[config.mk]
export PLATFORM = sky130hd
export DESIGN_NAME = accumulator_bank
export DESIGN_NICKNAME = d
export VERILOG_FILES = /design/src/rtl/accumulator_bank.sv
export SDC_FILE = /design/constraint.sdc
export NUM_CORES = 1
export LEC_CHECK = 0
export CORE_ASPECT_RATIO = 1.1
export CORE_MARGIN = 3
export CORE_UTILIZATION = 25
export CTS_CLUSTER_DIAMETER = 150
export DETAILED_ROUTE_END_ITERATION = 8
export PLACE_DENSITY = 0.37
export SLEW_MARGIN = 25
export SYNTH_ARGS = -nofsm -noshare
export SYNTH_HDL_FRONTEND = slang
export SYNTH_SLANG_ARGS = --single-unit
[constraint.sdc]
create_clock -name clk -period 11.64 [get_ports clk]
set_input_delay 2.328 -clock clk [delete_from_list [all_inputs] [get_ports clk]]
set_output_delay 2.328 -clock clk [all_outputs]
set_load 0.02 [all_outputs]
[src/rtl/accumulator_bank.sv]
// Time-multiplexed bank of signed accumulators with a shared pre-add chain,
// optional saturation and a read(-and-clear) port.
module accumulator_bank #(
  parameter  int SIZEIN   = 16,
  parameter  int ACC_W    = 33,
  parameter  int N_CH     = 8,
  parameter  int SATURATE = 1,
  localparam int CH_W     = $clog2(N_CH)
) (
  input  logic                     clk,
  input  logic                     rst,
  input  logic                     clear,
  input  logic                     in_valid,
  input  logic [CH_W-1:0]          in_ch,
  input  logic                     in_first,
  input  logic signed [SIZEIN-1:0] a,
  input  logic signed [SIZEIN-1:0] b,
  input  logic                     rd_req,
  input  logic [CH_W-1:0]          rd_ch,
  input  logic                     rd_clr,
  output logic                     rd_valid,
  output logic [ACC_W-1:0]         rd_data,
  output logic                     ovf
);

  localparam int SW = SIZEIN + 1;

  logic                     w_flush;
  logic signed [SIZEIN-1:0] r_s1_a;
  logic signed [SIZEIN-1:0] r_s1_b;
  logic [CH_W-1:0]          r_s1_ch;
  logic                     r_s1_first;
  logic                     r_s1_vld;
  logic signed [SW-1:0]     r_s2_sum;
  logic [CH_W-1:0]          r_s2_ch;
  logic                     r_s2_first;
  logic                     r_s2_vld;
  logic [ACC_W-1:0]         r_acc [N_CH];
  logic                     r_ovf;
  logic                     r_rdq_vld;
  logic [ACC_W-1:0]         r_rdq_data;
  logic                     r_rd_vld;
  logic [ACC_W-1:0]         r_rd_data;

  logic                     w_s3_hit;
  logic                     w_rd_ok;
  logic                     w_rd_clr;
  logic                     w_clr_hit;
  logic [ACC_W-1:0]         w_base;
  logic [ACC_W:0]           w_exact;
  logic                     w_ovf;
  logic [ACC_W-1:0]         w_new;
  logic [ACC_W-1:0]         w_max;
  logic [ACC_W-1:0]         w_min;

  assign w_flush = rst | clear;
  assign w_max   = {1'b0, {(ACC_W-1){1'b1}}};
  assign w_min   = {1'b1, {(ACC_W-1){1'b0}}};

  always_ff @(posedge clk) begin
    if (w_flush) begin
      r_s1_vld   <= 1'b0;
      r_s1_first <= 1'b0;
      r_s1_ch    <= '0;
      r_s1_a     <= '0;
      r_s1_b     <= '0;
      r_s2_vld   <= 1'b0;
      r_s2_first <= 1'b0;
      r_s2_ch    <= '0;
      r_s2_sum   <= '0;
    end else begin
      r_s1_vld   <= in_valid;
      r_s1_first <= in_first;
      r_s1_ch    <= in_ch;
      r_s1_a     <= a;
      r_s1_b     <= b;
      r_s2_vld   <= r_s1_vld;
      r_s2_first <= r_s1_first;
      r_s2_ch    <= r_s1_ch;
      r_s2_sum   <= {r_s1_a[SIZEIN-1], r_s1_a}
                  + {r_s1_b[SIZEIN-1], r_s1_b};
    end
  end

  // A same-edge read-clear zeroes the base so the landing sample survives.
  always_comb begin
    w_s3_hit  = r_s2_vld && (int'(r_s2_ch) < N_CH);
    w_rd_ok   = int'(rd_ch) < N_CH;
    w_rd_clr  = rd_req && rd_clr && w_rd_ok;
    w_clr_hit = w_rd_clr && (rd_ch == r_s2_ch);
    w_base    = '0;
    if (w_s3_hit && !r_s2_first && !w_clr_hit)
      w_base = r_acc[r_s2_ch];
    w_exact = {w_base[ACC_W-1], w_base}
            + {{(ACC_W+1-SW){r_s2_sum[SW-1]}}, r_s2_sum};
    w_ovf   = w_exact[ACC_W] ^ w_exact[ACC_W-1];
    w_new   = w_exact[ACC_W-1:0];
    if (w_ovf && (SATURATE != 0))
      w_new = w_exact[ACC_W] ? w_min : w_max;
  end

  always_ff @(posedge clk) begin
    if (w_flush) begin
      for (int i = 0; i < N_CH; i++)
        r_acc[i] <= '0;
      r_ovf <= 1'b0;
    end else begin
      if (w_rd_clr)
        r_acc[rd_ch] <= '0;
      if (w_s3_hit) begin
        r_acc[r_s2_ch] <= w_new;
        if (w_ovf)
          r_ovf <= 1'b1;
      end
    end
  end

  // Capture is read-before-write; the second register presents the result.
  always_ff @(posedge clk) begin
    if (w_flush) begin
      r_rdq_vld  <= 1'b0;
      r_rdq_data <= '0;
      r_rd_vld   <= 1'b0;
      r_rd_data  <= '0;
    end else begin
      r_rdq_vld  <= rd_req;
      r_rdq_data <= (rd_req && w_rd_ok) ? r_acc[rd_ch] : '0;
      r_rd_vld   <= r_rdq_vld;
      r_rd_data  <= r_rdq_data;
    end
  end

  assign rd_valid = r_rd_vld;
  assign rd_data  = r_rd_data;
  assign ovf      = r_ovf;

endmodule
==> After elaboration in Yosys (flattened, before gate mapping) <==
Memories as Yosys holds them, arrays and structs flattened. A register that Yosys moved wholly into a read port is not among the register bits.
Index checks and enable logic that the tools add are counted.
{ "totals": {"memories": 1, "ram_bits": 264, "input_bits": 45, "wordCells": 48, "out_inout_bits": 35, "regBits": 95} }
{ "memory_table": {"columns": ["name", "words", "width", "read_ports", "rd_clocked_by_memory_dff", "wr", "line", "text"], "rows": [
  ["r_acc", 8, 33, 2, 2, 8, "38", "logic [ACC_W-1:0] r_acc [N_CH];"]
]} }
{ "classes": {"mux": 18, "n_addsub": 2, "bitwise_logic": 3, "n_eq_ne": 1, "n_reduce_logical": 10} }
{ "ops": {"columns": ["operator", "count"], "rows": [
  ["2-to-1 mux 33 bit", 5],
  ["OR reduction 33 bit", 2],
  ["adder 33 x 17 -> 34 bit", 1],
  ["adder 16 x 16 -> 17 bit", 1],
  ["2-to-1 mux 1 bit", 10],
  ["2-to-1 mux 3 bit", 3],
  ["logical AND 1 bit", 4],
  ["== test 3 bit", 1],
  ["logical NOT 1 bit", 2],
  ["AND reduction 2 bit", 1],
  ["OR reduction 2 bit", 1],
  ["NOT 1 bit", 1],
  ["OR 1 bit", 1],
  ["XOR 1 bit", 1]
]} }

==> Longest topological paths before layout <==
Gate-level depths: netlist of run 1.
{ "depth": {"depth_word": 9, "ltp_mapped": 21, "depth_no_buf": 15} }

==> Least setup slack after synthesis of run 1 <==
Ideal clock, no wire load.
{ "synth_timing": {"kind": "input-to-reg", "start": "input port rd_ch[1]", "end": "memory r_acc[1][31], data pin", "n_path_buf": 6, "t_arrival_ns": 5.952, "path_slack_ns": 5.417, "path_stages": 19, "required_ns": 11.369, "setup_time_ns": 0.271, "path_cell_list": "clkbuf_1 > xnor2_1 > nand3_1 > o311ai_1 > clkbuf_1 > nor4_1 > ha_1 > buf_2 > or3_1 > a31o_1 > a21oi_1 > o221a_2 > nand4_1 > mux2_2 > buf_6 > buf_12 > nand2_2 > buf_4 > o21ai_1"} }
{ "synth_lines": {"columns": ["element", "line", "text"], "rows": [
  ["start: declaration", "19", "input logic [CH_W-1:0] rd_ch,"],
  ["end: declaration", "38", null]
]} }

==> impl_metrics.toml, run 1 <==
[global_routing]
grt_pass1_vias = 15000
grt_max_degree = 77
track_usage_pct = 19.2
grt_pass1_wl_um = 109000
grt_overflow_total = 0
antenna_found_initial = 1

[worst_setup_path]
crit_start = "rd_ch[2]"
r2r_slack_ps = 5010
reg2reg_to = "r_acc[5][30]"
critPathKind = "in2reg"
r2r_cells = 17
cp-endpoint = "r_acc[5][30]"
critPathLaunchType = "primary input"
cp-end-kind = "register"
arrival_ps = 7980
critPathMaxFanout = 33
crit_required_ps = 12050
rr_startpoint = "r_s2_ch[0]"

[sta]
setup_tns_ps = 0
hold_violations = 0
fin_crit_ps = 7560
max_freq_mhz = 132
setup_ws_ps = 4080
rsz0062_at_grt = "no"
slew_violations = 0
fin_crit_sh_pct = 65.0
holdWs_ps = 421
setup_violations = 0
tightest_slew_ps = 998
finalClockSkew_ps = 21.5
max_slew_margin_pct = 33.3

[cts]
cts_tree = "done"
cts_buffer_depth = 3
clkLatencyLatePin_ps = 590
cts_root_buf = "clkbuf_16"
numCtsBuffers = 48
cts_resized = 0
hold_buffers = 0
h-tree-depth = 2
clk_pin_slew_ps = 60
cts_setup_buffers = 0
tritoncts_num_sinks = 392

[synth]
ys_warn_count = 0
ys_async_sr_fraction_pct = 0
synth_fp_nets = 1770
synth_edf_count = 264
synth-seq-area-share_pct = 56.5
ys_types = 78
avgSynthCellArea_um2 = 11.1
ys.flop_type = "edfxtp_1"
synthTopCellsByArea = "edfxtp_1 (43%), dfxtp_1 (14%), nor2_1 (5.5%), ha_1 (3.3%), and2_1 (2.8%)"
syn-cell-area_um2 = 18600
ys_ff_latch = 392
yosysTopAreaCell = "edfxtp_1"
yosysTopAreaCellShare_pct = 42.7
synth_cells = 1674

[place]
hpwl_um = 44300
pre_cts_ws_ps = 3520
io_buffers = 79
place_congestion = 0.837

[floorplan]
io_pins = 80
fp.dieH_um = 292
rows = 104
die_area_um2 = 77600
design.core.area_um2 = 73400
start_util_pct = 25.3
die_w_um = 266

[finish]
area_growth_pct = 18.4
antenna_cells = 0
fillers = 7604
drive_above_1_share_pct = 10.5
seqCellArea_um2 = 10500
multi_input_area_um2 = 7510
nNetsFinal = 1817

[detailed_routing]
drc_errors = 0
vias_per_cell = 5.41
drt-initial-drc-count = 1327
ant_nets = 0
drtPass1Iterations = 5
vias = 14700
routed_wirelength_um = 75800
avgRoutedWirePerCell_um = 27.9

[power_and_ir_drop]
ir_drop_uv = 94.9
power_frac_comb_pct = 6.0
power.switching_w = 0.000763
clkPwrFrac_pct = 46.4
sequentialPowerShare_pct = 47.6
cellPowerDensity_nw_per_um2 = 150
internal-power_w = 0.00253
sw_frac_of_total_pct = 23.2
power.leakage_nw = 7.68

[min_path]
min_path_type = "reg2reg"

[job]
maxCapViolations = 0

[run_status]
outcome = "finished clean"
==> cell families after synthesis <==
family                   Yosys count  synth area share [%]
flip-flops                       392                  56.5
multiplexers                       3                 0.195
XOR/XNOR                          36                  1.70
AO/OA/AOI/OAI                    518                  20.9
AND/OR/NAND/NOR                  527                  13.7
buffers and inverters            147                  3.42
adder cells (fa/ha/maj)           51                  3.52
==> power groups by stage <==
stage	registers (W)	logic [W]	clock network, W
detailed placement	0.00159	0.000197	0
global route	0.00157	0.000210	0.00163
global placement	0.00159	0.000197	0
floorplan	0.00158	0.000107	0
CTS	0.00157	0.000198	0.00157
finish	0.00157	0.000197	0.00153
==> cells in the mapped netlist, types with 27 or more instances <==
library cell / count
a21oi_1: 42
a221oi_1: 35
a22o_1: 33
a22oi_1: 69
a31oi_1: 43
and2_1: 83
clkbuf_1: 91
dfxtp_1: 128
edfxtp_1: 264
ha_1: 49
inv_1: 27
nand2_1: 46
nor2_1: 272
o21ai_0: 51
o22ai_1: 82
==> area by class of cell <==
class,instances,area share [%]
flip-flops and latches,392,47.7
repair buffers,117,4.90
multi-input cells,1135,34.2
inverters,27,0.461
well taps,954,5.43
clock buffers,69,6.26
clock inverters,19,1.02
==> per-stage QoR <==
| step | std cells | power [W] | util, % | cell area (µm²) |
|---|---|---|---|---|
| final | 2713 | 0.00329 | 29.9 | 22000 |
| after detailed placement | 2625 | 0.00179 | 27.8 | 20400 |
| after global routing | 2713 | 0.00341 | 29.9 | 22000 |
| after floorplan | 1674 | 0.00169 | - | 18600 |
| after global placement | 2625 | 0.00179 | 27.8 | 20400 |
| after CTS | 2713 | 0.00333 | 29.9 | 22000 |
==> flip-flops by register name, indices dropped and copies added, names as in the netlist, 3 cells and up <==
name and count:
r_acc 264, r_rdq_data 33, rd_data 33, r_s2_sum 17
r_s1_a 16, r_s1_b 16, r_s1_ch 3, r_s2_ch 3
==> critical path, stage by stage <==
cell	delay, ps
clkdlybuf4s50_1	730
xor2_1	280
o311ai_4	120
buf_4	360
nor4_1	380
ha_1	260
inv_1	80
fa_1	420
nand2b_1	230
a21oi_1	370
o21ai_2	160
a211o_1	320
nand3_1	180
mux2_2	430
buf_4	500
or3b_1	590
a21oi_2	180
==> per-layer routing <==
layer  GRT usage, %  vias to the layer above  wire (µm)
met5              0                        -          0
met4           5.31                        0       1990
met3           3.51                      144       5090
met2           31.1                      660      34800
met1           26.4                     7400      33900
li1               -                     6475          -
==> layout by cell type, fill, tap and decap left out, types with 13 or more instances in the layout <==
cell	count
a21o_1	16
a21oi_1	42
a21oi_4	16
a221oi_1	35
a22o_1	33
a22oi_1	69
a31oi_1	43
and2_1	83
buf_4	38
clkbuf_1	13
clkbuf_16	50
clkdlybuf4s50_1	79
dfxtp_1	128
edfxtp_1	264
ha_1	49
inv_1	27
nand2_1	45
nand3_1	13
nor2_1	270
nor3_1	15
nor4_1	24
o21ai_0	51
o221ai_1	24
o22a_1	24
o22ai_1	82
xnor2_1	24
==> how the worst min path moves through the flow <==
stage | startpoint | to | slack, ps | cells past startpoint
2_1_floorplan | r_s1_ch[0] | r_s2_ch[0] | 410 | 1
3_3_place_gp | r_rdq_data[8] | rd_data[8] | 410 | 1
3_5_place_dp | r_rdq_data[10] | rd_data[10] | 410 | 1
4_1_cts | r_rdq_data[10] | rd_data[10] | 420 | 1
5_1_grt | r_rdq_data[10] | rd_data[10] | 440 | 1
6_report | r_rdq_data[6] | rd_data[6] | 420 | 1
No activity file was read; power rests on OpenSTA's default activity.
==> run 2: changes to the inputs <==
--- a/config.mk
+++ b/config.mk
@@ -10,7 +10,7 @@
 export CORE_UTILIZATION = 25
 export CTS_CLUSTER_DIAMETER = 150
 export DETAILED_ROUTE_END_ITERATION = 8
-export PLACE_DENSITY = 0.37
+export PLACE_DENSITY = 0.38
 export SLEW_MARGIN = 25
 export SYNTH_ARGS = -nofsm -noshare
 export SYNTH_HDL_FRONTEND = slang
==> constraint.sdc (replaced) <==
create_clock -name clk -period 6.9 [get_ports clk]
set_input_delay 1.38 -clock clk [delete_from_list [all_inputs] [get_ports clk]]
set_output_delay 1.38 -clock clk [all_outputs]
set_load 0.02 [all_outputs]
==> run 2 against run 1 <==
  * Sequential power rose by 68%
  * Non-clock buffer count rose by 68
  * Register-to-register slack got worse by 3800 ps
  * Core utilization rose by 0.96 points
  * Wire length rose by 1.2%
  * Combinational power rose by 78%
==> impl_metrics.toml, run 2 (synthesis gave the netlist of run 1 again) <==
[floorplan]
die_area_um2 = 77600
rows = 104
design.core.area_um2 = 73400
die_w_um = 266
io_pins = 80
start_util_pct = 25.3
fp.dieH_um = 292

[finish]
final_cells = 2780
final_cell_mix = "nor2_1 (270), edfxtp_1 (264), dfxtp_1 (128), buf_4 (85), and2_1 (83)"
nNetsFinal = 1883
largest_reg_flops = 264
largest_register = "r_acc"
design_area_um2 = 22700
drive_above_1_share_pct = 13.6
fillers = 7497
layout_commonest_cell = "nor2_1"
multi_input_area_um2 = 7520
area_growth_pct = 22.2
seqCellArea_um2 = 10500

[cts]
hold_buffers = 0
cts_root_buf = "clkbuf_16"
cts_buffer_depth = 3
h-tree-depth = 2
tritoncts_num_sinks = 392
clkLatencyLatePin_ps = 590
cts_tree = "done"
cts_resized = 0
clk_pin_slew_ps = 50
cts_setup_buffers = 0
numCtsBuffers = 46

[job]
maxCapViolations = 0

[global_routing]
grt_pass1_wl_um = 109000
track_usage_pct = 19.3
busiest_layer = "met2"
use_met2_pct = 31.5
antenna_found_initial = 2
grt_max_degree = 54
grt_pass1_vias = 15100
grt_overflow_total = 0
met3_usage_pct = 3.46
use_met1_pct = 26.0

[power_and_ir_drop]
power.switching_w = 0.00130
sequentialPowerShare_pct = 48.5
internal-power_w = 0.00415
power.leakage_nw = 8.04
clkPwrFrac_pct = 45.0
sw_frac_of_total_pct = 23.9
cellPowerDensity_nw_per_um2 = 240
power_frac_comb_pct = 6.4
ir_drop_uv = 150

[place]
hpwl_um = 48200
dp_cells = 2693
pre_cts_ws_ps = 554
post_dp_cell_area_um2 = 21200
place_congestion = 0.864
io_buffers = 79

[sta]
max_freq_mhz = 170
fin_crit_ps = 5880
rsz0062_at_grt = "no"
fin_crit_sh_pct = 85.2
slew_violations = 0
setup_tns_ps = 0
setup_ws_ps = 1020
finalClockSkew_ps = 24.9
setup_violations = 0
max_slew_margin_pct = 26.0
hold_violations = 0
tightest_slew_ps = 1110

[min_path]
min_path_type = "reg2reg"
hold-path-cell-count = 1
worstHoldStart = "r_rdq_data[26]"
holdPathEnd = "rd_data[26]"

[detailed_routing]
routed_wirelength_um = 76700
drt-initial-drc-count = 1577
vias = 14900
drc_errors = 0
vias_per_cell = 5.38
drtPass1Iterations = 8
avgRoutedWirePerCell_um = 27.6
ant_nets = 0

[run_status]
outcome = "finished clean"

[worst_setup_path]
critPathLaunchType = "primary input"
crit_required_ps = 7210
arrival_ps = 6200
rr_startpoint = "r_s2_ch[1]"
r2r_cells = 16
r2r_slack_ps = 1180
critPathKind = "in2reg"
reg2reg_to = "r_acc[7][29]"
critPathMaxFanout = 10
cp-end-kind = "register"
run 2: cell types whose count changed in the layout (fill, tap and decap cells not counted), sizes merged:
cell,change
inv,-1
clkinv,-1
clkinvlp,+2
clkbuf,+1
diode,+1
bufinv,-3
buf,+68
run 2: layout make-up:
class,count,share of cell area (%)
diodes,1,0.0110
clock buffers,70,5.98
clock inverters,16,0.684
inverters,27,0.447
multi-input cells,1135,33.1
flip-flops and latches,392,46.3
well taps,954,5.26
repair buffers,185,8.22
run 2: layer usage:
| metal | part of all wire (%) | routed length (µm) |
|---|---|---|
| met2 | 46 | 35500 |
| met1 | 43 | 33100 |
| met4 | 3.2 | 2460 |
| met5 | 0.013 | 10 |
| met3 | 7.4 | 5650 |
run 2: worst max-delay path by stage:
stage                     slack, ps  cells after the start  startpoint            to
final                          1020                     19    rd_ch[1]  r_acc[7][29]
after global routing            790                     18    rd_ch[1]   r_acc[6][2]
after CTS                      1160                     16    rd_ch[0]   r_acc[0][8]
after detailed placement        550                     16    rd_ch[0]   r_acc[6][8]
after global placement          560                     19    rd_ch[1]  r_acc[6][16]
after floorplan                1620                     19    rd_ch[1]  r_acc[1][31]
run 2: worst max-delay path, cell delays in order:
cell and delay (ps):
clkdlybuf4s50_1 670, xnor2_1 160, nand3_1 150, o311ai_4 580, buf_4 280, nor4_1 80
buf_4 170, ha_1 340, a21oi_1 200, a21boi_0 170, buf_4 170, nor4_1 430
a21bo_2 260, nand4_1 130, mux2_2 400, buf_12 190, nand2_1 110, buf_4 200
o21ai_0 100
run 2: power by group through the flow:
stage	Clock [W]	Sequential (W)	Combinational (W)
2_1_floorplan	0	0.00267	0.000180
3_3_place_gp	0	0.00269	0.000343
3_5_place_dp	0	0.00269	0.000348
4_1_cts	0.00252	0.00264	0.000350
5_1_grt	0.00262	0.00265	0.000370
6_report	0.00245	0.00264	0.000351
run 2: metrics by stage:
| stage | hold slack (ps) | util (%) | total power, W |
|---|---|---|---|
| finish | 422 | 30.9 | 0.00545 |
| global route | 442 | 30.9 | 0.00564 |
| CTS | 423 | 30.9 | 0.00551 |
| detailed placement | 410 | 28.8 | 0.00304 |
| global placement | 410 | 28.7 | 0.00303 |
| floorplan | 406 | - | 0.00285 |
